--- src/rtl/pulse_stretcher_pkg.sv ---
// Shared definitions for the pulse stretcher: state encoding, default
// timing constants and a small constant-evaluation helper.
package pulse_stretcher_pkg;

    // Two-bit state encoding; code 2'b11 is illegal and recovers to idle.
    typedef enum logic [1:0] {
        StIdle = 2'b00,
        StHigh = 2'b01,
        StGap  = 2'b10
    } ps_state_t;

    localparam int unsigned DEFAULT_HOLD_CYCLES = 4;
    localparam int unsigned DEFAULT_GAP_CYCLES  = 1;

    function automatic int unsigned max_u(input int unsigned a, input int unsigned b);
        return (a > b) ? a : b;
    endfunction

endpackage

--- src/rtl/pulse_stretcher.sv ---
// Pulse stretcher: turns one-cycle strobes into fixed-length level pulses
// separated by a guaranteed low gap, queueing at most one trigger.
// Optional macro RETRIG_EXTEND_EN: a trigger during the high phase reloads
// the hold counter (retriggerable one-shot) instead of queueing.
module pulse_stretcher
    import pulse_stretcher_pkg::*;
#(
    parameter int unsigned HOLD_CYCLES = DEFAULT_HOLD_CYCLES,
    parameter int unsigned GAP_CYCLES  = DEFAULT_GAP_CYCLES
) (
    input  logic clk,
    input  logic rst,
    input  logic pulse,
    output logic level,
    output logic busy,
    output logic dropped
);

    localparam int unsigned CNT_W = $clog2(max_u(HOLD_CYCLES, GAP_CYCLES) + 1);
    localparam logic [CNT_W-1:0] HOLD_LOAD = CNT_W'(HOLD_CYCLES - 1);
    localparam logic [CNT_W-1:0] GAP_LOAD  = CNT_W'(GAP_CYCLES - 1);

    ps_state_t        r_state;
    logic [CNT_W-1:0] r_cnt;
    logic             r_pending;
    logic             r_level;
    logic             r_busy;
    logic             r_dropped;

    ps_state_t        w_state_d;
    logic [CNT_W-1:0] w_cnt_d;
    logic             w_pending_d;
    logic             w_dropped_d;

    // Next-state, counter, one-deep trigger queue and drop decode.
    always_comb begin
        w_state_d   = r_state;
        w_cnt_d     = r_cnt;
        w_pending_d = r_pending;
        w_dropped_d = 1'b0;
        case (r_state)
            StIdle: begin
                if (pulse) begin
                    w_state_d = StHigh;
                    w_cnt_d   = HOLD_LOAD;
                end
            end
            StHigh: begin
                if (r_cnt == '0) begin
                    w_state_d = StGap;
                    w_cnt_d   = GAP_LOAD;
                end else begin
                    w_cnt_d = r_cnt - 1'b1;
                end
`ifdef RETRIG_EXTEND_EN
                // Retrigger overrides the exit to the gap, even on the last cycle.
                if (pulse) begin
                    w_state_d = StHigh;
                    w_cnt_d   = HOLD_LOAD;
                end
`else
                if (pulse) begin
                    if (!r_pending) begin
                        w_pending_d = 1'b1;
                    end else begin
                        w_dropped_d = 1'b1;
                    end
                end
`endif
            end
            StGap: begin
                if (r_cnt == '0) begin
                    if (r_pending || pulse) begin
                        w_state_d   = StHigh;
                        w_cnt_d     = HOLD_LOAD;
                        // A queued trigger is consumed first; a coincident pulse re-queues.
                        w_pending_d = r_pending && pulse;
                    end else begin
                        w_state_d = StIdle;
                    end
                end else begin
                    w_cnt_d = r_cnt - 1'b1;
                    if (pulse) begin
                        if (!r_pending) begin
                            w_pending_d = 1'b1;
                        end else begin
                            w_dropped_d = 1'b1;
                        end
                    end
                end
            end
            default: begin
                w_state_d   = StIdle;
                w_cnt_d     = '0;
                w_pending_d = 1'b0;
            end
        endcase
    end

    // State register; outputs are registered decodes of the next state.
    always_ff @(posedge clk or negedge rst) begin
        if (!rst) begin
            r_state   <= StIdle;
            r_cnt     <= '0;
            r_pending <= 1'b0;
            r_level   <= 1'b0;
            r_busy    <= 1'b0;
            r_dropped <= 1'b0;
        end else begin
            r_state   <= w_state_d;
            r_cnt     <= w_cnt_d;
            r_pending <= w_pending_d;
            r_level   <= (w_state_d == StHigh);
            r_busy    <= (w_state_d != StIdle) || w_pending_d;
            r_dropped <= w_dropped_d;
        end
    end

    assign level   = r_level;
    assign busy    = r_busy;
    assign dropped = r_dropped;

endmodule

--- config.mk ---
export PLATFORM = sky130hd
export DESIGN_NAME = pulse_stretcher
export DESIGN_NICKNAME = d
export VERILOG_FILES = /design/src/rtl/pulse_stretcher_pkg.sv /design/src/rtl/pulse_stretcher.sv
export SDC_FILE = /design/constraint.sdc
export NUM_CORES = 1
export LEC_CHECK = 0
export CORE_AREA = 2 2 39 41
export CTS_CLUSTER_DIAMETER = 200
export DETAILED_ROUTE_END_ITERATION = 8
export DIE_AREA = 0 0 41 43
export MAX_ROUTING_LAYER = met4
export SYNTH_ARGS = -nofsm -noshare
export SYNTH_HDL_FRONTEND = slang
export SYNTH_SLANG_ARGS = --single-unit
export TNS_END_PERCENT = 20
--- constraint.sdc ---
create_clock -name clk -period 2.3 [get_ports clk]
set_clock_uncertainty 0.1 [all_clocks]
set_input_delay 0.46 -clock clk [delete_from_list [all_inputs] [get_ports clk]]
set_output_delay 0.46 -clock clk [all_outputs]
set_load 0.1 [all_outputs]
==> run_results.csv <==
group,metric,value,unit
floorplan,core_area,1380,µm²
global_route,grtUsageTotal,14.8,%
yosys,synth_top_family_by_area,"compound AO/OA/AOI/OAI gates",
yosys,synth_ff_type,"dfrtp_1",
clock_tree,cts-htree-levels,1,
yosys,synth_commonest_cells,"dfrtp_1 (9), nor2_1 (8), inv_1 (7)",
setup_path,startpoint_type,"flip-flop",
clock_tree,cts.sinks,9,
setup_path,endpoint_kind,"flip-flop",
run,timing.max_cap.violations,0,
yosys,synthAdderAreaFrac,9.83,%
detailed_routing,dr.pass1.iters,2,
yosys,yosys.area_share.simple,10.8,%
yosys,synth_area_per_cell,9.61,µm²
run_status,status,"finished clean",
timing,drv_slew,0,
hold_path,worst_hold_path_type,"in2async",
setup_path,crit_arrival,1.72,ns
setup_path,cp_max_fo,5,
yosys,synth_area,509,µm²
timing,max_freq,587,MHz
clock_tree,clock_path_buffers,2,
yosys,synth_xor_xnor_area_share,0,%
yosys,yosysUniqueCellTypes,22,
setup_path,crit_type,"reg2reg",
final_layout,regArea,225,µm²
detailed_routing,drtAntennaViolNets,0,
detailed_routing,vias,400,
setup_path,worst_ep_required_time,2.32,ns
floorplan,row_count,14,
global_route,grt_max_degree,10,
yosys,synthMuxAreaShare,1.97,%
floorplan,die-area,1760,µm²
placement,gp_congestion,0.750,
floorplan,die_w,41,µm
setup_path,regToRegStartpoint,"r_state[0]$_DFF_PN0_",
yosys,synth-edff-count,0,
global_route,overflow,0,
timing,worst_pin_slew,0.392,ns
yosys,synth_top_area_cell,"dfrtp_1",
clock_tree,cts.clk_slew.worst_paths,0.06,ns
detailed_routing,drt-initial-drc-count,8,
floorplan,die_h,43,µm
clock_tree,numCtsBuffers,3,
final_layout,drive_above_1_share,12.9,%
final_layout,fillers,139,
detailed_routing,routedWlPerCell,12.3,µm
floorplan,pin_count,6,
clock_tree,clockRootBuffer,"clkbuf_4",
final_layout,diodes,0,
floorplan,start_util,36.8,%
global_route,antenna_found_initial,0,
yosys,synth-async-reset-ratio,100,%
yosys,synth_compound_area_share,28.0,%
clock_tree,clock_latency,0.25,ns
yosys,yosysMostFrequentCell,"dfrtp_1",
global_route,grt_pass1_vias,374,
clock_tree,postCtsSetupBuffers,0,
yosys,syn_inst,53,
clock_tree,cts_tree,"built",
final_layout,layout.nets,70,
final_layout,multiInputGateArea,258,µm²
setup_path,worstRegToRegCells,6,
timing,min_period_over_period,74.0,%
yosys,syn-num-nets,60,
yosys,ys_ff_latch,9,
placement,dp_hpwl,731,µm
yosys,netlist_top_cells_area,"dfrtp_1 (44%), ha_1 (9.8%), nor2_1 (5.9%)",
yosys,yosysSeqAreaShare,44.2,%
detailed_routing,drc,0,
timing,relSlewSlack,73.8,%
timing,finalSetupTns,0,ns
clock_tree,hold_buffers,0,
timing,setup_viol,0,
yosys,yosysWarningCount,0,
yosys,yosys.area.top_type_share,44.2,%
detailed_routing,wl,956,µm
setup_path,cp-startpoint,"r_state[0]$_DFF_PN0_",
final_layout,areaGrowthSynthToFinish,17.4,%
placement,io_buffers,5,
timing,rsz0062_at_grt,"false",
clock_tree,cts-resized-gates,0,
timing,period_minus_slack,1.70,ns
timing,finalHoldViolCount,0,
global_route,grt_pass1_wl,1640,µm
detailed_routing,viasPerCell,5.13,
metrics by stage:
stage          utilization [%]  std cells  setup slack [ns]  hold slack (ns)  instance area [µm²]
4_1_cts                   43.2         78             0.605            0.401                  598
3_3_place_gp              41.3         74             0.455            0.454                  572
6_report                  43.2         78             0.597            0.394                  598
5_1_grt                   43.2         78             0.452            0.430                  598
2_1_floorplan                -         53             0.790           0.0644                  509
3_5_place_dp              41.3         74             0.400            0.451                  572
flip-flops by register name (all words and copies together) (netlist names):
| register | count |
|---|---|
| r_cnt | 3 |
| r_state | 2 |
| busy | 1 |
| dropped | 1 |
| level | 1 |
| r_pending | 1 |
area by class of cell:
cell class | instances | area share, %
inverter | 7 | 4.39
tap | 16 | 3.35
multi-input combinational | 37 | 43.1
sequential | 9 | 37.7
clock buffer | 4 | 4.39
timing repair buffer | 5 | 7.11
cell families (layout without fill, tap and decap cells):
group	after synthesis	count (layout)
adders and majority gates	4	4
AOI/OAI and AO/OA	20	20
muxes	1	1
DFF	9	9
buffers and inverters	7	16
and+or+nand+nor	12	12
path summary, 6_finish.rpt:
check,slack [ns],to
max,0.60,busy$_DFF_PN0_
min,0.39,level$_DFF_PN0_
max in group asynchronous,1.43,busy$_DFF_PN0_
max reg2reg,0.60,busy$_DFF_PN0_
min in group clk,0.47,r_cnt[1]$_DFFE_PN0P_
min reg2reg,0.47,r_cnt[1]$_DFFE_PN0P_
worst max-delay path: stages, from the launching register on:
cell and delay, ns:
dfrtp_1 0.38, inv_1 0.09, ha_1 0.26, nor2_1 0.20
a21oi_1 0.10, a31oi_1 0.29, o211ai_1 0.14
per-layer routing:
metal  GRT usage (%)  vias to the layer above  wire length (µm)
met5               -                        -                 0
met2            17.5                        4               440
met1            20.7                      186               487
li1                -                      208                 -
met4            12.0                        0                13
met3            3.14                        2                15
cells in the final DEF, fill, tap and decap left out:
cell type,netlist,layout
a21oi_2,1,1
o32ai_1,1,1
buf_4,0,3
a21oi_1,3,3
o21ai_1,1,1
o31a_1,2,2
nor2b_1,1,1
o2111a_1,1,1
clkbuf_1,0,1
o2bb2ai_1,2,2
inv_1,7,7
ha_1,4,4
clkbuf_4,0,3
a31oi_1,2,2
nor3_1,1,1
clkdlybuf4s50_1,0,2
mux2i_1,1,1
o21ai_0,3,3
a21o_1,1,1
dfrtp_1,9,9
o21a_1,1,1
o211ai_1,1,1
nand2_1,1,1
nor3_2,1,1
a211o_1,1,1
nor2_1,8,8
Power is not shown: default switching activity piles up to over one toggle a cycle in this logic, so the estimate is an artifact.
